**config.mk**
```make
export PLATFORM = sky130hd
export DESIGN_NAME = if_prefetch_queue
export DESIGN_NICKNAME = d
export VERILOG_FILES = /design/src/rtl/if_prefetch_queue.sv
export SDC_FILE = /design/constraint.sdc
export NUM_CORES = 1
export LEC_CHECK = 0
export CAP_MARGIN = 40
export CELL_PAD_IN_SITES_DETAIL_PLACEMENT = 1
export CELL_PAD_IN_SITES_GLOBAL_PLACEMENT = 2
export CORE_MARGIN = 5
export CORE_UTILIZATION = 40
export CTS_CLUSTER_SIZE = 16
export DETAILED_ROUTE_END_ITERATION = 12
export PLACE_DENSITY_LB_ADDON = 0.1
export SKIP_CTS_REPAIR_TIMING = 1
export SLEW_MARGIN = 20
export SYNTH_ARGS = -nofsm -noshare
export SYNTH_HDL_FRONTEND = slang
export SYNTH_SLANG_ARGS = --single-unit
```
**constraint.sdc**
```tcl
create_clock -name clk -period 4.39 [get_ports clk]
set_input_delay 0.6585 -clock clk [delete_from_list [all_inputs] [get_ports clk]]
set_output_delay 0.6585 -clock clk [all_outputs]
set_load 0.02 [all_outputs]
```
**src/rtl/if_prefetch_queue.sv**
```systemverilog
// Instruction prefetch queue: issues sequential fetches against a credit
// limit, buffers returned words with their PCs, and flushes on redirect.
// Responses already in flight at a redirect are counted and discarded.
module if_prefetch_queue #(
  parameter int unsigned DEPTH    = 4,
  parameter logic [31:0] RESET_PC = 32'h0000_0000
) (
  input  logic                    clk,
  input  logic                    rst_n,
  output logic                    imem_req,
  output logic [31:0]             imem_addr,
  input  logic                    imem_rvalid,
  input  logic [31:0]             imem_rdata,
  input  logic                    redirect,
  input  logic [31:0]             redirect_pc,
  input  logic                    out_ready,
  output logic                    out_valid,
  output logic [31:0]             out_pc,
  output logic [31:0]             out_inst,
  output logic [$clog2(DEPTH):0]  occupancy
);

  localparam int unsigned PTR_W = $clog2(DEPTH);
  localparam int unsigned CNT_W = PTR_W + 1;
  localparam logic [CNT_W-1:0] DEPTH_C = CNT_W'(DEPTH);
  localparam logic [31:0] NOP_INST = 32'h0000_0013;

  logic [31:0]      fetch_pc;
  logic [31:0]      resp_pc;
  logic [31:0]      pc_mem   [DEPTH];
  logic [31:0]      inst_mem [DEPTH];
  logic [PTR_W-1:0] rd_ptr;
  logic [PTR_W-1:0] wr_ptr;
  logic [CNT_W-1:0] count;
  logic [CNT_W-1:0] inflight;
  logic [CNT_W-1:0] drop_cnt;
  logic [CNT_W:0]   credit_used;
  logic             issue;
  logic             rsp_ok;
  logic             push;
  logic             pop;

  // Handshake decode; a response with nothing outstanding is treated as noise.
  always_comb begin
    credit_used = {1'b0, count} + {1'b0, inflight};
    issue       = rst_n && !redirect && (credit_used < {1'b0, DEPTH_C});
    rsp_ok      = rst_n && imem_rvalid && (inflight != '0);
    push        = rsp_ok && (drop_cnt == '0) && !redirect;
    pop         = rst_n && (count != '0) && out_ready && !redirect;
  end

  // Output view; everything is forced idle while reset is asserted.
  always_comb begin
    imem_req  = issue;
    imem_addr = issue ? fetch_pc : 32'h0;
    out_valid = rst_n && (count != '0);
    out_pc    = out_valid ? pc_mem[rd_ptr] : 32'h0;
    out_inst  = out_valid ? inst_mem[rd_ptr] : NOP_INST;
    occupancy = rst_n ? count : '0;
  end

  // Control state: PCs, pointers, occupancy and outstanding-response tracking.
  always_ff @(posedge clk) begin
    if (!rst_n) begin
      fetch_pc <= RESET_PC;
      resp_pc  <= RESET_PC;
      rd_ptr   <= '0;
      wr_ptr   <= '0;
      count    <= '0;
      inflight <= '0;
      drop_cnt <= '0;
    end else if (redirect) begin
      // Everything still outstanding after this edge belongs to the old path.
      fetch_pc <= redirect_pc;
      resp_pc  <= redirect_pc;
      rd_ptr   <= '0;
      wr_ptr   <= '0;
      count    <= '0;
      inflight <= inflight - CNT_W'(rsp_ok);
      drop_cnt <= inflight - CNT_W'(rsp_ok);
    end else begin
      if (issue) begin
        fetch_pc <= fetch_pc + 32'd4;
      end
      inflight <= inflight + CNT_W'(issue) - CNT_W'(rsp_ok);
      if (rsp_ok && (drop_cnt != '0)) begin
        drop_cnt <= drop_cnt - CNT_W'(1);
      end
      if (push) begin
        wr_ptr  <= wr_ptr + PTR_W'(1);
        resp_pc <= resp_pc + 32'd4;
      end
      if (pop) begin
        rd_ptr <= rd_ptr + PTR_W'(1);
      end
      count <= count + CNT_W'(push) - CNT_W'(pop);
    end
  end

  // Entry storage; contents are only meaningful between the pointers.
  always_ff @(posedge clk) begin
    if (push) begin
      pc_mem[wr_ptr]   <= resp_pc;
      inst_mem[wr_ptr] <= imem_rdata;
    end
  end

  // The fetch credit limit must make a push into a full queue impossible.
  always_ff @(posedge clk) begin
    if (rst_n) begin
      assert (!(push && (count == DEPTH_C)));
    end
  end

endmodule

```
==> impl_results.md, run 1 <==
- Status: finished, final reports clean
- FFs w/ async S/R, synth: 0
- Number of buffers created by CTS: 37
- Share of cells above drive strength 1: 0.126
- Number of global-route vias before repair: 9654
- Number of synthesized flops with an enable pin: 256
- MaxCap Viol Count: 0
- Remaining routing DRC violations: 0
- First-pass GRT wire length: roughly 56000 µm
- IO Count: 170
- Largest family of logic cells by synthesized area: simple AND/OR/NAND/NOR gates
- # diodes: 0
- Yosys reg bits: 335
- Post-synth cell types: 55
- Signal arrival time at the worst endpoint: ~2.9 ns
- Xor-xnor portion of the synthesized cell area: 0.0122
- RSZ-0062 raised after global routing: false
- Number of buffers added on ports: between 150 and 200
- Final GP Congestion: 0.782
- Row count: 69
- Hold WC Path Type: reg2reg
- Total global routing overflow: 0
- Die X: ~200 µm
- Cell Pwr Density: about 390 mW/mm²
- TritonCTS Sinks: 335
- DRT iter0 DRCs: 415
- Synth Area in Compound Gates: 0.0652
- Min-delay src: fetch_pc[1]
- Critical Path Source: rst_n
- WL per Instance: between 20 and 25 µm
- Vias: roughly 9000
- Slew Viols, Final: 0
- Post-Syn Area: 0.0144 mm²
- Register area share after synthesis: 0.645
- Cells after Synth: 999
- Root Buffer: clkbuf_16
- Initial Util: 0.405
- Reg2reg start: drop_cnt[0]
- Final period util: 0.806
- H-tree levels: 2
- Post-route ant nets: 0
- Final Cell Area: about 0.018 mm²
- Clk buf depth: 3
- Latest clock arrival within the worst-skew pair: 0.51 ns
- Leak Pwr: 5.64 nW
- Final Hold Viols: 0
- Setup TNS: 0 ns
- Core area: approximately 0.035 mm²
- Worst setup SP type: primary input
- Via density: 5.45
- Fin crit period: 3.54 ns
- HPWL Detailed: ~23000 µm
- CTS clk-pin slew, worst paths: 0.06 ns
- Filler cells: approximately 3500
- 1st-pass router iterations: 6
- P&R area growth vs syn: 23.9%
- Die area: 0.0398 mm²
- Post-synthesis mux area share: 0.102
- Synth Net Count: approximately 1100
- Adder-cell area share of the yosys netlist: 0.0167
- Final wirelength: 35500 µm
- Initial antenna violation count: 0
- # nets final: 1254
- Maximum clock rate: 283 MHz
- Post-placement cell area: around 0.017 mm²
- Die Ht: 199 µm
- WS Path Type: in2out
- Largest net degree at the start of global routing: 68
- Worst-margin pin slew: 0.775 ns
- Worst VDD drop: 229 µV
- Ys flop type: edfxtp_1
- Final setup fails: 0
- Syn Area/Cell: approximately 14 µm²
- Nature of the critical path endpoint: primary output
- Setup Skew: roughly 0.017 ns
- Total GRT Usage: 0.179
- Worst rel slew slack: 0.482
- CP required: 3.73 ns
- Syn. warnings: 0
- Maximum net fanout on the critical path: 67
- Synth Area in Simple Gates: 0.135
- CTS tree: built
==> critical path, stage by stage <==
cell	delay, ns
clkdlybuf4s50_1	0.46
buf_4	0.22
o31ai_4	0.06
buf_4	0.56
or2_2	0.22
clkdlybuf4s50_1	0.59
==> through the flow <==
stage	worst slack (ns)	util	hold slack (ns)	power, mW	cells
after floorplan	1.04	-	0.432	3.88	999
after global routing	0.657	0.502	0.471	7.27	1653
after detailed placement	0.689	0.470	0.446	4.12	1589
final	0.851	0.502	0.453	6.97	1653
after CTS	0.732	0.502	0.455	7.07	1653
after global placement	0.764	0.469	0.444	4.11	1588
==> where the power goes <==
group,internal [mW],leakage [nW],total (mW),switching [mW]
clock network,1.73,0.546,2.92,1.20
logic,0.215,2.11,0.476,0.261
registers,3.49,2.98,3.57,0.0868
total,5.43,5.64,6.97,1.54
==> flip-flops by register name, indices dropped and copies added (netlist names), named ones only <==
name and count:
count 3, inst_mem 128, pc_mem 128, resp_pc 32, inflight 3, drop_cnt 3, rd_ptr 2, wr_ptr 2
fetch_pc 32
==> final timing paths <==
| check | slack (ns) | cells past startpoint | endpoint |
|---|---|---|---|
| max | 0.85 | 6 | out_inst[1] |
| min | 0.45 | 2 | fetch_pc[1] |
| max reg2reg | 1.58 | 12 | count[2] |
| min reg2reg | 0.45 | 2 | fetch_pc[1] |
==> cell families after synthesis <==
group                      after synthesis
AOI/OAI and AO/OA                      143
xor gates and xnor gates                20
adders and majority gates               18
buffers and inverters                   85
DFF                                    335
muxes                                   66
and+or+nand+nor                        332
==> layer usage <==
layer,track usage,up-vias,share of wire
met2,0.282,200,0.46
met1,0.265,4534,0.48
met5,0,-,0
li1,-,4233,-
met3,0.0287,42,0.043
met4,0.0420,0,0.017
==> layout make-up <==
| class | count | area [µm²] | share of cell area |
|---|---|---|---|
| multi-input combinational | 579 | 4770 | 0.268 |
| clock inverter | 17 | 161 | 0.00907 |
| sequential | 335 | 9270 | 0.521 |
| inverter | 21 | 78.8 | 0.00443 |
| tap | 461 | 577 | 0.0324 |
| timing repair buffer | 193 | 1970 | 0.111 |
| clock buffer | 47 | 963 | 0.0541 |
==> Yosys cell counts (all sizes together), types with 2 or more instances <==
master / n / area (µm²)
ha: 16 / 200
a311oi: 7 / 61.3
edfxtp: 256 / 7690
o311a: 2 / 20.0
inv: 20 / 75.1
nand3: 21 / 105
o21ai: 38 / 190
xor2: 7 / 61.3
and3: 14 / 87.6
or2: 3 / 18.8
o31a: 6 / 52.6
a211oi: 15 / 113
fa: 2 / 40.0
or3: 10 / 62.6
nand2b: 3 / 18.8
nor4b: 3 / 26.3
mux4: 64 / 1440
nor4: 23 / 150
nand4: 24 / 156
nand2: 39 / 146
buf: 12 / 66.3
a31oi: 18 / 113
o21a: 5 / 37.5
clkbuf: 52 / 195
xnor2: 13 / 114
nor2b: 68 / 425
nor3: 18 / 90.1
and4: 15 / 131
dfxtp: 79 / 1580
mux2i: 2 / 20.0
o211ai: 4 / 30.0
a21o: 5 / 37.5
nor3b: 6 / 45.0
o311ai: 2 / 17.5
or4: 10 / 75.1
a21oi: 22 / 110
nor2: 30 / 113
and2: 43 / 269
o31ai: 13 / 97.6
==> placed cells by master, fill, tap and decap left out, types with 8 or more instances in the layout <==
master,synthesis,final
inv_1,20,19
or4_1,10,10
a31oi_1,18,18
a21oi_1,22,22
nor4_1,22,22
and4_1,15,15
nand3_1,21,21
edfxtp_1,256,256
clkdlybuf4s50_1,0,168
clkbuf_16,0,37
nand4_1,23,23
buf_4,1,16
xnor2_1,13,13
nor2b_1,68,68
nand2_1,39,39
dfxtp_1,79,77
a211oi_1,15,15
ha_1,16,16
clkbuf_1,52,10
or3_1,10,10
o21ai_0,38,38
mux4_2,64,64
nor3_1,18,18
clkinv_1,1,8
and3_1,14,14
and2_1,42,38
nor2_1,30,30
o31ai_1,13,12
Note: power is estimated with default switching activity, not from simulation.
==> inputs of run 2 (changes only) <==
CORE_UTILIZATION = 36   (was 40)
clock period = 2.9 ns   (was 4.39 ns; I/O delays follow)
==> run 2 against run 1 <==
  * Wire length rose by 3.6%
  * First-iteration DRC count fell by 19%
  * Critical path depth fell by 2
  * Clock skew rose by 0.0027 ns
  * Sequential share of layout area fell by 2.1 points
  * Die area rose by 11%
  * Register-to-register slack got worse by 1.3 ns
  * Power rose by 58%
  * Highest routed layer unchanged
  * Hold slack got worse by 0.056 ns
  * Global-route usage fell by 1.2 points
==> impl_results.md, run 2 (synthesis gave the netlist of run 1 again) <==
- # diodes: 0 (unchanged)
- Row count: 73 (+5.8%)
- Root Buffer: clkbuf_16
- Setup WS post-layout: 0.00515 ns (-0.846 ns)
- First-pass GRT wire length: 57700 µm (+2.8%)
- Worst rel slew slack: 0.608 (+0.126)
- Number of buffers added on ports: 169 (unchanged)
- WS Path Type: reg2out
- Worst r2r dst: inflight[2]
- P&R area growth vs syn: 29.3%
- Post-route ant nets: 0 (unchanged)
- 1st-pass router iterations: 4 (-2)
- Reg2reg start: inflight[1]
- Final Hold Viols: 0 (unchanged)
- Slew Viols, Final: 0 (unchanged)
- Worst-margin pin slew: 0.582 ns (-0.194 ns)
- Signal arrival time at the worst endpoint: 2.46 ns (-0.42 ns)
- Die area: 0.0440 mm² (+11%)
- Remaining routing DRC violations: 0 (unchanged)
- Total global routing overflow: 0 (unchanged)
- Most frequent cells in the layout: edfxtp_1, clkdlybuf4s50_1, dfxtp_1, dlymetal6s2s_1, nor2b_1
- WL per Instance: 21.0 µm (-2.5%)
- Worst setup SP type: flip-flop
- TritonCTS Sinks: 335 (unchanged)
- Maximum net fanout on the critical path: 16 (-76%)
- Most Crowded Layer GR: met2
- Initial antenna violation count: 0 (unchanged)
- Met3 Resource Use GR: 0.0283 (-0.000412)
- Vias: 9095 (+0.95%)
- Via density: 5.18 (-5.0%)
- Final wirelength: 36800 µm (+3.6%)
- RSZ-0062 raised after global routing: true
- CTS tree: built
- CP endpoint: out_pc[15]
- HPWL Detailed: 24600 µm (+5.6%)
- DRT iter0 DRCs: 337 (-19%)
- # nets final: 1292 (+3.0%)
- R2r setup slk: 0.28 ns (-1.30 ns)
- Fin crit period: 2.89 ns
- Cell Pwr Density: 592 mW/mm² (+51%)
- Hold WC Path Type: in2reg
- Status: finished, final reports clean
- Worst VDD drop: 335 µV (+46%)
- Leak Pwr: 7.15 nW (+27%)
- Worst hold slack: 0.397 ns (-0.0558 ns)
- Number of global-route vias before repair: 9687 (+0.34%)
- Die X: 210 µm (+5.1%)
- Clk buf depth: 3 (unchanged)
- Final GP Congestion: 0.774 (-1.1%)
- Commonest non-fill, non-tap cell in the layout: edfxtp_1
- GR met2 Demand/Resource: 0.268 (-0.0141)
- Final period util: 0.998
- Nature of the critical path endpoint: primary output
- R2R depth: 11 (-1)
- Setup Skew: 0.0195 ns (+0.00269 ns)
- Top flop regs: inst_mem x128, pc_mem x128
- Total GRT Usage: 0.167 (-0.0125)
- Number of buffers created by CTS: 38 (+2.7%)
- Final setup fails: 0 (unchanged)
- IO Count: 170 (unchanged)
- Die Ht: 210 µm (+5.1%)
- Place WS: -0.0517 ns (-0.740 ns)
- Initial Util: 0.362 (-0.0425)
- Share of cells above drive strength 1: 0.162 (+0.0358)
- Core area: 0.0396 mm² (+12%)
- Largest net degree at the start of global routing: 87 (+28%)
- MaxCap Viol Count: 0 (unchanged)
- M1 GR Usage: 0.238 (-0.0269)
- Maximum clock rate: 345 MHz
- H-tree levels: 2 (unchanged)
- CP required: 2.47 ns (-1.26 ns)
- CTS clk-pin slew, worst paths: 0.06 ns (about the same)
- Latest clock arrival within the worst-skew pair: 0.54 ns (+0.03 ns)
-- run 2: changes by cell type in the layout (fill, tap and decap cells not counted), sizes merged --
| cell | delta |
|---|---|
| buf | +37 |
| bufinv | +2 |
| clkdlybuf4s50 | -70 |
| clkinv | +2 |
| clkinvlp | -1 |
| dlymetal6s2s | +70 |
| inv | -1 |
-- run 2: per-layer routing --
metal / routed length, µm / vias up
li1: - / 4303
met1: 17300 / 4555
met2: 17200 / 193
met3: 1650 / 44
met4: 600 / 0
met5: 0 / -
-- run 2: worst max-delay path, cell delays in order, from the launching register on --
cell	delay (ns)
dfxtp_4	0.38
buf_6	0.25
mux4_2	0.60
nor2b_1	0.16
clkdlybuf4s50_1	0.53
-- run 2: report_power, final --
part / internal [mW] / switching [mW] / total, mW
combinational: 0.370 / 0.416 / 0.786
sequential: 5.28 / 0.122 / 5.40
clock: 2.92 / 1.89 / 4.81
-- run 2: how the worst min path moves through the flow --
stage | to | cells after the start | slack, ns | from
after floorplan | fetch_pc[0] | 2 | 0.43 | fetch_pc[0]
after global placement | fetch_pc[0] | 2 | 0.45 | fetch_pc[0]
after detailed placement | fetch_pc[0] | 2 | 0.45 | fetch_pc[0]
after CTS | resp_pc[11] | 3 | 0.35 | redirect
after global routing | resp_pc[11] | 3 | 0.41 | redirect
final | resp_pc[11] | 3 | 0.40 | redirect
-- run 2: final cells by class --
cell class	count	area, µm²
tap	525	657
inverter	21	78.8
clock inverter	19	243
timing repair buffer	230	2530
fill	3962	21100
clock buffer	47	1010
multi-input combinational	579	4780
sequential	335	9280
-- run 2: per-stage QoR --
| stage | instance area [µm²] | TNS [ns] | util | power [mW] | instances |
|---|---|---|---|---|---|
| final | 18600 | 0 | 0.469 | 11.0 | 1756 |
| after global routing | 18600 | -1.53 | 0.469 | 11.5 | 1756 |
| after CTS | 18300 | -16.10 | 0.463 | 11.2 | 1754 |
| after detailed placement | 17100 | -0.876 | 0.431 | 6.30 | 1688 |
| after global placement | 17100 | 0 | 0.431 | 6.29 | 1688 |
| after floorplan | 14400 | 0 | - | 5.87 | 999 |
==> inputs of run 3 (changes only) <==
CORE_UTILIZATION = 41   (was 36)
DONT_BUFFER_PORTS = 1   (was unset)
==> run 3 against run 2 <==
  * First-iteration DRC count up 13%
  * Design area shrank 10%
  * Critical path depth down 1
  * Critical path type unchanged
==> impl_results.md, run 3 (synthesis gave the netlist of run 1 again) <==
- Worst VDD drop: 402 µV (+20%)
- Final GP Congestion: 0.738 (-4.6%)
- First-pass GRT wire length: 55000 µm (-4.7%)
- DRT iter0 DRCs: 381 (+13%)
- Final Hold Viols: 0 (unchanged)
- Via density: 5.64 (+8.9%)
- Die Ht: 197 µm (-6.0%)
- # diodes: 0 (unchanged)
- HPWL Detailed: 23400 µm (-4.7%)
- Setup Skew: 0.0175 ns (-0.00200 ns)
- Final Non-Filler Cells: 1531 (-13%)
- Share of cells above drive strength 1: 0.158 (-0.00366)
- Worst setup SP type: flip-flop
- Number of buffers added on ports: 0 (-100%)
- Largest net degree at the start of global routing: 87 (unchanged)
- Initial Util: 0.416 (+0.0535)
- Fin crit period: 2.70 ns (-0.193 ns)
- H-tree levels: 2 (unchanged)
- CTS clk-pin slew, worst paths: 0.06 ns (about the same)
- Row count: 68 (-6.8%)
- Slew Viols, Final: 0 (unchanged)
- Die area: 0.0389 mm² (-12%)
- Clk buf depth: 3 (unchanged)
- Worst rel slew slack: 0.486 (-0.122)
- IO Count: 170 (unchanged)
- Post-route ant nets: 0 (unchanged)
- TritonCTS Sinks: 335 (unchanged)
- 1st-pass router iterations: 4 (unchanged)
- Latest clock arrival within the worst-skew pair: 0.52 ns (-0.02 ns)
- Total global routing overflow: 0 (unchanged)
- Reg2reg start: inflight[1]
- Place WS: 0.344 ns (+0.396 ns)
- Min-delay src: rst_n
- Final period util: 0.932 (-0.0665)
- Slowest stage delay, CP: 0.64 ns (+0.04 ns)
- CTS tree: built
- # nets final: 1134 (-12%)
- MaxCap Viol Count: 0 (unchanged)
- Remaining routing DRC violations: 0 (unchanged)
- Slowest cell on crit path: buf_4
- Number of global-route vias before repair: 9018 (-6.9%)
- Final wirelength: 35500 µm (-3.5%)
- Most frequent cells in the layout: edfxtp_1, dfxtp_1, nor2b_1, mux4_2
- Leak Pwr: 5.29 nW (-26%)
- Setup WS post-layout: 0.198 ns (+0.193 ns)
- Hold WC Path Type: in2reg
- Worst-margin pin slew: 0.771 ns (+0.189 ns)
- Placed cells: 1430 (-15%)
- Maximum net fanout on the critical path: 66 (+50)
- Cell Pwr Density: 639 mW/mm² (+7.9%)
- Critical Path, Cell by Cell: o31ai_4, buf_4, nor2b_1
- Final setup fails: 0 (unchanged)
- Worst hold slack: 0.0499 ns (-0.347 ns)
- Post-layout util: 0.483 (+0.0146)
- Critical Path Source: count[0]
- Number of buffers created by CTS: 38 (unchanged)
- Status: finished, final reports clean
- P&R area growth vs syn: 16.2%
- Initial antenna violation count: 0 (unchanged)
- Nature of the critical path endpoint: primary output
- Maximum clock rate: 370 MHz (+7.1%)
- Vias: 8635 (-5.1%)
- Commonest non-fill, non-tap cell in the layout: edfxtp_1
- Die X: 197 µm (-6.0%)
- Total GRT Usage: 0.180 (+0.0132)
- Signal arrival time at the worst endpoint: 2.27 ns (-0.19 ns)
- WS Path Type: reg2out
- Top flop regs: inst_mem x128, pc_mem x128
- Filler cells: 3435 (-13%)
- Root Buffer: clkbuf_16
- Core area: 0.0345 mm² (-13%)
- CP required: 2.47 ns (about the same)
- WL per Instance: 23.2 µm (+11%)
[run 3: cell types whose count changed in the layout (fill, tap and decap cells not counted), moves of 2 or more]
cell	change
clkdlybuf4s50_1	-98
dlymetal6s2s_1	-70
dlygate4sd3_1	+32
buf_4	-16
clkinv_1	+5
and2_2	-4
and2_4	+4
clkinv_2	-4
buf_12	-3
clkbuf_1	+3
bufinv_16	-2
clkinvlp_4	+2
dfxtp_1	+2
[run 3: through the flow]
step           TNS (ns)  area [µm²]  power, mW
2_1_floorplan         0       14400       5.87
5_1_grt        -0.00361       16700       11.1
3_3_place_gp          0       15100       6.05
6_report              0       16700       10.7
4_1_cts           -5.88       16300       10.7
3_5_place_dp          0       15100       6.06
[run 3: cell type report]
type,instances,area [µm²],share of cell area
sequential,335,9270,0.556
clock buffer,50,1020,0.0610
timing repair buffer,72,771,0.0462
inverter,21,78.8,0.00472
tap,455,569,0.0341
clock inverter,19,188,0.0112
multi-input combinational,579,4790,0.287
[run 3: final timing paths]
check                     end  slack [ns]  cells past startpoint
hold reg to reg   fetch_pc[1]        0.45                      2
hold / removal    fetch_pc[6]        0.05                      1
setup / recovery   out_pc[13]        0.20                      3
setup reg to reg  inflight[2]        0.36                     10
[run 3: metal layers]
| layer | track usage | vias up | share of wire | routed length [µm] |
|---|---|---|---|---|
| met5 | 0 | - | 0 | 0 |
| met4 | 0.0352 | 0 | 0.015 | 529 |
| li1 | - | 4003 | - | - |
| met2 | 0.285 | 175 | 0.47 | 16500 |
| met3 | 0.0420 | 42 | 0.046 | 1630 |
| met1 | 0.258 | 4415 | 0.47 | 16800 |
[run 3: worst max-delay path, delay by kind of cell, from the launching register on]
family / cells / cell delay, ns
buffers and inverters: 1 / 0.64
AOI/OAI and AO/OA: 1 / 0.34
and+or+nand+nor: 1 / 0.37
DFF: 1 / 0.38
[run 3: where the power goes]
part | leakage [nW] | internal [mW] | total (mW) | switching, mW
Combinational | 1.73 | 0.250 | 0.606 | 0.357
Clock | 0.578 | 2.75 | 4.65 | 1.90
Sequential | 2.98 | 5.28 | 5.41 | 0.127
Total | 5.29 | 8.28 | 10.7 | 2.39
